`src/rtl/multiphase_clk_divider.sv`:
```
// Multi-phase clock divider: a PHASES-bit Johnson counter divides clk_i by 2*PHASES,
// with period-aligned enable, illegal-state recovery, a load strobe and a stretched reset.
module multiphase_clk_divider #(
    parameter int PHASES   = 2,
    parameter int RST_HOLD = 3
) (
    input  logic              clk_i,
    input  logic              rst_i,
    input  logic              en_i,
    output logic [PHASES-1:0] clk_o,
    output logic              load_o,
    output logic              running_o,
    output logic              err_o,
    output logic              rst_o
);

    localparam logic [PHASES-1:0] ONE  = {{(PHASES-1){1'b0}}, 1'b1};
    localparam logic [PHASES-1:0] LAST = {1'b1, {(PHASES-1){1'b0}}};

    logic [PHASES-1:0]   q;
    logic [PHASES-1:0]   q_inv;
    logic [PHASES-1:0]   q_next;
    logic [RST_HOLD-1:0] hold;
    logic                adv;
    logic                illegal;
    logic                at_last;

    assign clk_o = q;
    assign rst_o = hold[RST_HOLD-1];

    // A Johnson code is a run of 1s anchored at the LSB, or its complement
    // (a run anchored at the MSB); x & (x+1) is zero only for an LSB-anchored run.
    always_comb begin
        q_inv   = ~q;
        illegal = ((q & (q + ONE)) != '0) && ((q_inv & (q_inv + ONE)) != '0);
        adv     = ~rst_o & (en_i | (q != '0));
        at_last = (q == LAST);
        q_next  = q;
        if (illegal) begin
            q_next = '0;
        end else if (adv) begin
            q_next = {q[PHASES-2:0], ~q[PHASES-1]};
        end
    end

    always_ff @(posedge clk_i or posedge rst_i) begin
        if (rst_i) begin
            q         <= '0;
            hold      <= '1;
            load_o    <= 1'b0;
            running_o <= 1'b0;
            err_o     <= 1'b0;
        end else begin
            hold      <= hold << 1;
            q         <= q_next;
            err_o     <= illegal;
            // Wrap from 10..0 back to 0 marks the start of a new divided period.
            load_o    <= ~illegal & adv & at_last;
            running_o <= (q_next != '0) | (adv & en_i);
        end
    end

endmodule

```
`config.mk`:
```
export PLATFORM = sky130hd
export DESIGN_NAME = multiphase_clk_divider
export DESIGN_NICKNAME = d
export VERILOG_FILES = /design/src/rtl/multiphase_clk_divider.sv
export SDC_FILE = /design/constraint.sdc
export NUM_CORES = 1
export LEC_CHECK = 0
export ABC_AREA = 1
export BUFFER_PORTS_ARGS = -buffer_cell sky130_fd_sc_hd__buf_2
export CORE_AREA = 2 2 39 41
export DETAILED_ROUTE_END_ITERATION = 6
export DIE_AREA = 0 0 41 43
export SYNTH_ARGS = -nofsm -noshare
export SYNTH_HDL_FRONTEND = slang
export SYNTH_SLANG_ARGS = --single-unit
```
`constraint.sdc`:
```
create_clock -name clk_i -period 1.5 [get_ports clk_i]
set_input_delay 0.3 -clock clk_i [delete_from_list [all_inputs] [get_ports clk_i]]
set_output_delay 0.3 -clock clk_i [all_outputs]
set_load 0.1 [all_outputs]
```
## Word-level counts from Yosys, hierarchy flattened

Cells that the tools add are included.

- Bits in registers: 8
- RAM bits: 0
- Memories: 0
- Word-level logic and storage cells: 27
- Latch bits: 0
- Memory bits (read-only): 0

- Add/sub/neg operators: 2
- Shift operators: 0
- Bitwise logic cells: 12
- $lt $le $gt $ge: 0
- Multipliers: 0
- Div/mod/pow operators: 0
- Equal/unequal tests: 1
- Multiplexer cells: 2
- Reductions and logical operators: 5

Operators with widths:

| operator | count |
|---|---|
| nonzero test 2 bit | 4 |
| adder 2 x 1 -> 2 bit (second input constant) | 2 |
| AND 1 bit | 4 |
| AND 2 bit | 2 |
| 2-to-1 mux 2 bit | 2 |
| NOT 1 bit | 3 |
| equality test 2 bit (second input constant) | 1 |
| NOT 2 bit | 1 |
| OR 1 bit | 2 |
| logical AND 1 bit | 1 |

## Longest topological paths before layout

- Word-level depth: 8
- Depth in mapped cells: 3
- Mapped depth without buffers: 3

## Worst setup path before layout

OpenSTA, ideal clock, no wires.

- Path kind: reg-to-reg
- Start point: register q[1] (netlist: clk_o[1])
- End point: register q[0] (netlist: clk_o[0])
- Data arrival time: 1,210 ps
- Clock period less this slack: 1,331 ps
- Required time: 1,379 ps
- Path buffers: 0
- Slack: 169 ps
- Cell stages (with the launch flop): 4
- Cell sequence: dfrtp_1 > inv_1 > nor2_1 > a21oi_2

- Word-level cells in the longest chain between the ends: 6
- Elaborated cells on any way between the ends: 14
- Classes of those cells: 2 x add/sub; 2 x mux; 6 x bitwise; 4 x reduce/logical

RTL lines:

| item | RTL line | RTL |
|---|---|---|
| start, declared | 20 | `logic [PHASES-1:0] q;` |
| start signal, assigned | 55 | `q <= q_next;` |
| NOT 2 bit | 34 | `q_inv = ~q;` |
| adder 2 x 1 -> 2 bit | 35 | `illegal = ((q & (q + ONE)) != '0) && ((q_inv & (q_inv + ONE)) != '0);` |
| AND 2 bit | 35 |  |
| nonzero test 2 bit | 35 |  |
| logical AND 1 bit | 35 |  |
| 2-to-1 mux 2 bit * | 39 | `if (illegal) begin` |
| via q_next[0] | 22 | `logic [PHASES-1:0] q_next;` |

Mark *: on every way through the listed nets, which the timed path passes. The rest lies on a longest branch.

## Worst setup path in the final report

- Start point: register q[0] (netlist: clk_o[0])
- End point: output clk_o[0]

RTL lines:

| item | RTL line | RTL |
|---|---|---|
| end, declared | 10 | `output logic [PHASES-1:0] clk_o,` |

No word-level cell between the ends.

==> impl_metrics.ini <==
[synth]
yosysSeqAreaShare_pct = 76.9
yosys_register_bits = 8
syn_area_per_cell_um2 = 13.3
synth.distinct_cells = 12
synth_cells = 20
synth_area_um2 = 265
synth_warnings = 0

[pwr]
ir_worst_vdd_uv = 581
power_w = 0.000681
powerDensity_nw_per_um2 = 1790
total_leakage_power_nw = 0.189

[finish]
fin_area_um2 = 380
fillers = 151
syn_to_final_growth_pct = 43.4
fin_nets = 38
finalNonFillerCells = 50
num_antenna_cells = 0
drive_gt1_share_pct = 52.9

[worst_setup_path]
cp_data_required_time_ps = 1200
r2r_end = running_o
crit_fanout = 3
path_cells = buf_2
slowest_stage = buf_2
crit_cells = 1
reg2reg_slack_ps = 590
crit_type = flop to output pin
end_kind = output pin
crit_buf_inv = 1
critPathMaxStageDelay_ps = 440
path_delay_family = buffers and inverters
cp-startpoint = clk_o[0]
r2r_cells = 3
reg2reg_from = hold[2]
cp_data_arrival_time_ps = 1060
worstSetupEndpoint = clk_o[0]
worstSetupStartpointType = flop

[global_route]
grt_antenna_before_repair = 0
grt_pass1_vias = 159
gr-usage-all-layers_pct = 6.90
grt_max_degree = 9
grt_pass1_wl_um = 703
grt_overflow = 0

[cts]
cts-root-buf = clkbuf_4
cts_max_level = 1
clock_sinks = 8
insertion_delay_ps = 250
cts.clk_slew.worst_paths_ps = 50
cts-buffers-inserted = 3
cts_tree = built
cts_buffer_depth = 2

[timing]
fmax_mhz = 735
final-max-slew-violation-count = 0
clock_skew_ps = 5.73
period_share_pct = 90.7
fin_crit_ps = 1360
hold_violations = 0
fin_setup_tns_ps = 0
grt_setup_unrepaired = false
setup_viol = 0

[die]
rows = 14
io_pins = 9
dieArea_um2 = 1760
fp.dieH_um = 43
die_w_um = 41
coreArea_um2 = 1380
start_util_pct = 19.2

[drt]
drt_wl_total_um = 431
first_pass_iters = 2
vias_per_cell = 3.44
ant_nets = 0
via_count = 172
routedWlPerCell_um = 8.62
drcViolationCount = 0
drt-initial-drc-count = 1

[outcome]
status = completed

[min_path]
hp-class = input port to flop

[run]
cap_viol_max_count = 0

[placed_design]
io_buffers = 8
placed_area_um2 = 344
gp_congestion = 0.704
dpl.cell_count = 45
==> cell families (layout without fill, tap and decap cells) <==
group                  Yosys count  in the layout  synth area share (%)
other                            1              2                  1.41
buffers and inverters            4             17                  5.66
AOI/OAI and AO/OA                2              2                  5.19
and+or+nand+nor                  5              5                  10.8
DFF                              8              8                  76.9
==> timing repair <==
| action | CTS | global route |
|---|---|---|
| endpoints found under the setup margin | 0 | 0 |
| hold buffers | 1 | 0 |
| gates resized for setup | 0 | 0 |
| endpoints found under the hold margin | 5 | 0 |
| setup buffers | 0 | 0 |
==> sequential cells by signal (all words and copies together), names as in the netlist <==
register and count:
hold 3, load_o 1, clk_o 2, running_o 1, err_o 1
==> cells in the final DEF, fill, tap and decap left out, types with 2 or more instances in the layout <==
cell type  synthesis  final
inv_1              3      3
clkbuf_4           0      3
dfstp_2            3      3
conb_1             1      2
buf_2              0      7
dfrtp_1            5      5
==> layout make-up <==
type | instances | area, µm² | area share, %
Multi-Input combinational cell | 9 | 50.0 | 13.2
Inverter | 4 | 15.0 | 3.95
Tap cell | 16 | 20.0 | 5.26
Timing Repair Buffer | 9 | 65.1 | 17.1
Clock buffer | 4 | 26.3 | 6.91
Sequential cell | 8 | 204 | 53.6
==> power by group <==
part / internal, W / switching (W) / total, W / leakage, nW
combinational: 0.0000367 / 0.000211 / 0.000247 / 0.0829
clock: 0.000102 / 0.0000700 / 0.000172 / 0.0150
sequential: 0.000246 / 0.0000162 / 0.000262 / 0.0911
total: 0.000384 / 0.000297 / 0.000681 / 0.189
==> per-layer routing <==
| layer | vias to the layer above | share of wire [%] | global-route usage (%) |
|---|---|---|---|
| li1 | 87 | - | - |
| met5 | - | 0 | 0 |
| met4 | 0 | 0 | 4.00 |
| met2 | 7 | 48 | 8.13 |
| met3 | 0 | 9.0 | 6.28 |
| met1 | 78 | 42 | 7.97 |
==> worst min path at each step <==
stage               slack, ps  startpoint        end  cells after the start
floorplan                 110       rst_i   clk_o[0]                      1
global placement          250       rst_i      err_o                      2
detailed placement        250       rst_i     load_o                      2
CTS                       280        en_i  running_o                      3
global route              300        en_i  running_o                      3
finish                    290        en_i  running_o                      3
==> per-stage QoR <==
step           hold WS [ps]  worst slack, ps  util, %
2_1_floorplan           114              169        -
3_3_place_gp            249              415     24.9
3_5_place_dp            250              390     24.9
4_1_cts                 279              113     27.5
5_1_grt                 296             79.0     27.5
6_report                289              140     27.5
==> synthesized netlist by cell type <==
cell | count | share of area (%)
inv_1 | 3 | 4.2
nand2_2 | 1 | 2.4
conb_1 | 1 | 1.4
o21ai_0 | 1 | 1.9
nand2_1 | 1 | 1.4
dfrtp_1 | 5 | 47
dfstp_2 | 3 | 30
inv_2 | 1 | 1.4
nand3_2 | 1 | 3.8
nor3_1 | 1 | 1.9
nor2_1 | 1 | 1.4
a21oi_2 | 1 | 3.3
Note: power is estimated with default switching activity, not from simulation.
